<file path="src/rtl/adder_pkg.sv">
// Shared types and constants for the nibble-serial adder.
// Holds the sequencer state encoding, slice width and iteration-count helper.
package adder_pkg;

  typedef enum logic [1:0] {
    IDLE = 2'd0,
    RUN  = 2'd1,
    DONE = 2'd2
  } state_t;

  localparam int NIBBLE_W = 4;

  function automatic int nib_count(input int width);
    return width / NIBBLE_W;
  endfunction

endpackage

</file>
<file path="src/rtl/nibble_add_slice.sv">
// Combinational 4-bit ripple-carry adder slice built from per-bit full adders.
// The top reuses one instance for every nibble iteration.
module nibble_add_slice
  import adder_pkg::*;
(
  input  logic [NIBBLE_W-1:0] a4,
  input  logic [NIBBLE_W-1:0] b4,
  input  logic                ci,
  output logic [NIBBLE_W-1:0] s4,
  output logic                co
);

  logic [NIBBLE_W:0] c;

  assign c[0] = ci;

  generate
    for (genvar gi = 0; gi < NIBBLE_W; gi++) begin : g_fa
      assign s4[gi]   = a4[gi] ^ b4[gi] ^ c[gi];
      assign c[gi+1]  = (a4[gi] & b4[gi]) | (c[gi] & (a4[gi] ^ b4[gi]));
    end
  endgenerate

  assign co = c[NIBBLE_W];

endmodule

</file>
<file path="src/rtl/nibble_serial_adder_ctrl.sv">
// Sequencer adding two WIDTH-bit operands one nibble per clock through a single
// shared 4-bit slice, LSB nibble first, with valid/ready on both sides.
module nibble_serial_adder_ctrl
  import adder_pkg::*;
#(
  parameter int WIDTH = 16
) (
  input  logic             clk,
  input  logic             rst,
  input  logic             in_valid,
  output logic             in_ready,
  input  logic [WIDTH-1:0] a,
  input  logic [WIDTH-1:0] b,
  input  logic             cin,
  output logic             out_valid,
  input  logic             out_ready,
  output logic [WIDTH-1:0] sum,
  output logic             cout,
  output logic             busy
);

  localparam int NIB   = nib_count(WIDTH);
  localparam int IDX_W = (NIB > 1) ? $clog2(NIB) : 1;
  localparam int SH_W  = (WIDTH > 4) ? $clog2(WIDTH) : 2;

  state_t              state_reg;
  logic [WIDTH-1:0]    a_reg;
  logic [WIDTH-1:0]    b_reg;
  logic                carry_reg;
  logic [IDX_W-1:0]    idx_reg;

  logic [SH_W-1:0]     nib_lsb;
  logic [NIBBLE_W-1:0] slice_a;
  logic [NIBBLE_W-1:0] slice_b;
  logic [NIBBLE_W-1:0] slice_s;
  logic                slice_co;

  // Bit position of the nibble currently being processed.
  assign nib_lsb = SH_W'(idx_reg) * SH_W'(NIBBLE_W);
  assign slice_a = a_reg[nib_lsb +: NIBBLE_W];
  assign slice_b = b_reg[nib_lsb +: NIBBLE_W];

  nibble_add_slice u_slice (
    .a4 (slice_a),
    .b4 (slice_b),
    .ci (carry_reg),
    .s4 (slice_s),
    .co (slice_co)
  );

  always_ff @(posedge clk) begin
    if (rst) begin
      state_reg <= IDLE;
      a_reg     <= '0;
      b_reg     <= '0;
      carry_reg <= 1'b0;
      idx_reg   <= '0;
      sum       <= '0;
      cout      <= 1'b0;
    end else begin
      unique case (state_reg)
        IDLE: begin
          if (in_valid) begin
            a_reg     <= a;
            b_reg     <= b;
            carry_reg <= cin;
            idx_reg   <= '0;
            state_reg <= RUN;
          end
        end
        RUN: begin
          sum[nib_lsb +: NIBBLE_W] <= slice_s;
          carry_reg                <= slice_co;
          if (idx_reg == IDX_W'(NIB - 1)) begin
            cout      <= slice_co;
            state_reg <= DONE;
          end else begin
            idx_reg <= idx_reg + IDX_W'(1);
          end
        end
        DONE: begin
          if (out_ready) state_reg <= IDLE;
        end
        default: state_reg <= IDLE;
      endcase
    end
  end

  // Handshake outputs decode the state register only, so no input reaches them combinationally.
  assign in_ready  = (state_reg == IDLE);
  assign out_valid = (state_reg == DONE);
  assign busy      = (state_reg != IDLE);

endmodule
</file>
<file path="config.mk">
export PLATFORM = sky130hd
export DESIGN_NAME = nibble_serial_adder_ctrl
export DESIGN_NICKNAME = d
export VERILOG_FILES = /design/src/rtl/adder_pkg.sv /design/src/rtl/nibble_add_slice.sv /design/src/rtl/nibble_serial_adder_ctrl.sv
export SDC_FILE = /design/constraint.sdc
export NUM_CORES = 1
export LEC_CHECK = 0
export BUFFER_PORTS_ARGS = -buffer_cell sky130_fd_sc_hd__buf_4
export CORE_UTILIZATION = 53
export DETAILED_ROUTE_END_ITERATION = 12
export GPL_TIMING_DRIVEN = 0
export PLACE_DENSITY = 0.79
export SYNTH_ARGS = -nofsm -noshare
export SYNTH_HDL_FRONTEND = slang
export SYNTH_SLANG_ARGS = --single-unit
</file>
<file path="constraint.sdc">
create_clock -name clk -period 3.2 [get_ports clk]
set_input_delay 0.64 -clock clk [delete_from_list [all_inputs] [get_ports clk]]
set_output_delay 0.64 -clock clk [all_outputs]
set_load 0.05 [all_outputs]
</file>
==> results.sh <==
export IMPL_dp_hpwl_mm=4.025
export IMPL_ir_worst_vdd_v=0.0003003
export IMPL_areaGrowthSynthToFinish_pct=22.97
export IMPL_synth_cells=272
export IMPL_power_switching_uw=369.7
export IMPL_yosys_most_used_dff="dfxtp_1"
export IMPL_critPathArrivalTime_ns=3.25
export IMPL_core_mm2=0.004414
export IMPL_grt_overflow=0
export IMPL_drc=0
export IMPL_drtIter0Drc=101
export IMPL_num_nets_final=382
export IMPL_cp_end_kind="flop"
export IMPL_hold_viol=0
export IMPL_synth_cell_types=35
export IMPL_crit_fanout=10
export IMPL_synth_seq_area_share_pct=43.53
export IMPL_syn_cell_area_mm2=0.002484
export IMPL_antenna_left=0
export IMPL_floorplan_initialDensity_pct=56.26
export IMPL_fmax_mhz=326.3
export IMPL_synth_fp_nets=319
export IMPL_std_cell_rows=24
export IMPL_worstHoldPathType="flop to flop"
export IMPL_worst_pin_slew_ns=0.5495
export IMPL_dieArea_mm2=0.004964
export IMPL_ys_async_sr_fraction_pct=0
export IMPL_crit_required_ns=3.39
export IMPL_clock_skew_ns=0.006915
export IMPL_p_leak_nw=1.253
export IMPL_status="complete, no violations"
export IMPL_clkTransAtPathRegs_ns=0.09
export IMPL_gp_congestion=0.7713
export IMPL_synth_seq_cells=54
export IMPL_drt_wl_total_mm=5.349
export IMPL_grt_pass1_wl_mm=8.901
export IMPL_io_pins=57
export IMPL_port_buffers=56
export IMPL_avgRoutedWirePerCell_um=13.82
export IMPL_grt_usage_pct=22.99
export IMPL_first_global_vias=2005
export IMPL_diodes=0
export IMPL_viasPerCell=5.393
export IMPL_power_mw=1.342
export IMPL_cts_sinks=54
export IMPL_setup_viol=0
export IMPL_final_cell_mix="nand2_1, buf_4, dfxtp_1"
export IMPL_cts_setup_buffers=0
export IMPL_slew_headroom_pct=63.37
export IMPL_root_buffer="clkbuf_8"
export IMPL_period_minus_slack_ns=3.065
export IMPL_first_pass_iters=4
export IMPL_cts_htree_levels=2
export IMPL_grt_max_degree=15
export IMPL_final_setup_worst_slack_ns=0.1349
export IMPL_p_int_uw=971.9
export IMPL_power_density_mw_per_mm2=439.3
export IMPL_drv_cap=0
export IMPL_cts_tree="done"
export IMPL_grt_antenna_before_repair=0
export IMPL_p_clk_share_pct=26.6
export IMPL_layout_commonest_cell="nand2_1"
export IMPL_die_y_um=70.46
export IMPL_seqPwrFrac_pct=53.8
export IMPL_synth_area_per_cell_um2=9.131
export IMPL_crit_type="flop to flop"
export IMPL_slew_violations=0
export IMPL_synth_edff_count=0
export IMPL_power_frac_comb_pct=19.6
export IMPL_startpoint_type="flop"
export IMPL_die_x_um=70.46
export IMPL_clk_insertion_delay_late_ns=0.31
export IMPL_drive_above_1_share_pct=26.57
export IMPL_preCtsSetupSlack_ns=-0.1206
export IMPL_swShare_pct=27.55
export IMPL_cts_buffers_inserted=5
export IMPL_via_count=2087
export IMPL_cts_path_max_buffers=2
export IMPL_timing_final_crit_share_pct=95.78
export IMPL_yosys_warnings=0
## cells in the mapped netlist (4+ instances only)
master / instances / area (um^2)
a21oi_1: 39 / 195.2
a32oi_1: 8 / 70.07
buf_6: 5 / 56.30
clkbuf_1: 7 / 26.28
dfxtp_1: 54 / 1081
fa_1: 4 / 80.08
ha_1: 6 / 75.07
inv_1: 15 / 56.30
mux4_2: 8 / 180.2
nand2_1: 71 / 266.5
nand2b_1: 6 / 37.54
nand3b_1: 5 / 37.54
nor2_1: 10 / 37.54
## worst paths after layout
kind	start	end	slack, ns	cells past startpoint
setup / recovery	idx_reg[1]	sum[3]	0.13	12
hold / removal	sum[4]	sum[4]	0.45	2
setup reg to reg	idx_reg[1]	sum[3]	0.13	12
hold reg to reg	sum[4]	sum[4]	0.45	2
## cells by family after synthesis
group                      after synthesis  synth area share [%]
muxes                                    8                 7.254
AOI/OAI and AO/OA                       53                 13.35
buffers and inverters                   34                 7.254
adders and majority gates               10                 6.247
and+or+nand+nor                        113                 22.37
DFF                                     54                 43.53
## what timing repair did
| action | in CTS | in global routing |
|---|---|---|
| setup endpoints to repair | 4 | 3 |
| hold buffers | 0 | 0 |
| gates resized for setup | 1 | 2 |
| pin swaps | 0 | 0 |
## power groups by stage
| stage | Clock, mW | Sequential [mW] | Combinational, mW |
|---|---|---|---|
| 2_1_floorplan | 0 | 0.742 | 0.166 |
| 6_report | 0.357 | 0.721 | 0.263 |
| 3_5_place_dp | 0 | 0.737 | 0.260 |
| 3_3_place_gp | 0 | 0.735 | 0.257 |
| 4_1_cts | 0.362 | 0.721 | 0.263 |
| 5_1_grt | 0.383 | 0.725 | 0.288 |
## cell type report
class                   count  area, um^2
fillers                   375        1360
well taps                  52       65.06
multi-input cells         184        1222
clock buffers               7       76.32
plain buffers              19       132.6
flip-flops and latches     54        1081
inverters                  15       56.30
repair buffers             56       420.4
## worst max-delay path, stage by stage, from the launching register on
cell      delay (ns)
dfxtp_1         0.39
clkbuf_2        0.31
mux4_2          0.25
inv_1           0.06
fa_1            0.39
inv_1           0.08
fa_1            0.18
inv_1           0.06
fa_1            0.35
inv_1           0.08
fa_1            0.48
a32oi_1         0.25
nor2_1          0.06
## layer usage
| layer | track usage [%] | vias to the layer above | wire (um) |
|---|---|---|---|
| li1 | - | 1051 | - |
| met1 | 30.23 | 973 | 2459 |
| met2 | 37.88 | 56 | 2600 |
| met3 | 4.906 | 7 | 235 |
| met4 | 6.889 | 0 | 53 |
| met5 | 0 | - | 0 |
## per-stage QoR
| step | hold WS [ns] | setup TNS (ns) | cells | util (%) | instance area, um^2 |
|---|---|---|---|---|---|
| final | 0.4529 | 0 | 387 | 69.19 | 3054 |
| after global routing | 0.4748 | -0.02627 | 387 | 69.19 | 3054 |
| after CTS | 0.4577 | 0 | 387 | 69.02 | 3047 |
| after detailed placement | 0.4457 | -0.1929 | 380 | 67.26 | 2969 |
| after global placement | 0.4385 | -0.004201 | 380 | 67.26 | 2969 |
| after floorplan | 0.4331 | 0 | 272 | - | 2484 |
Note: power is estimated with default switching activity, not from simulation.
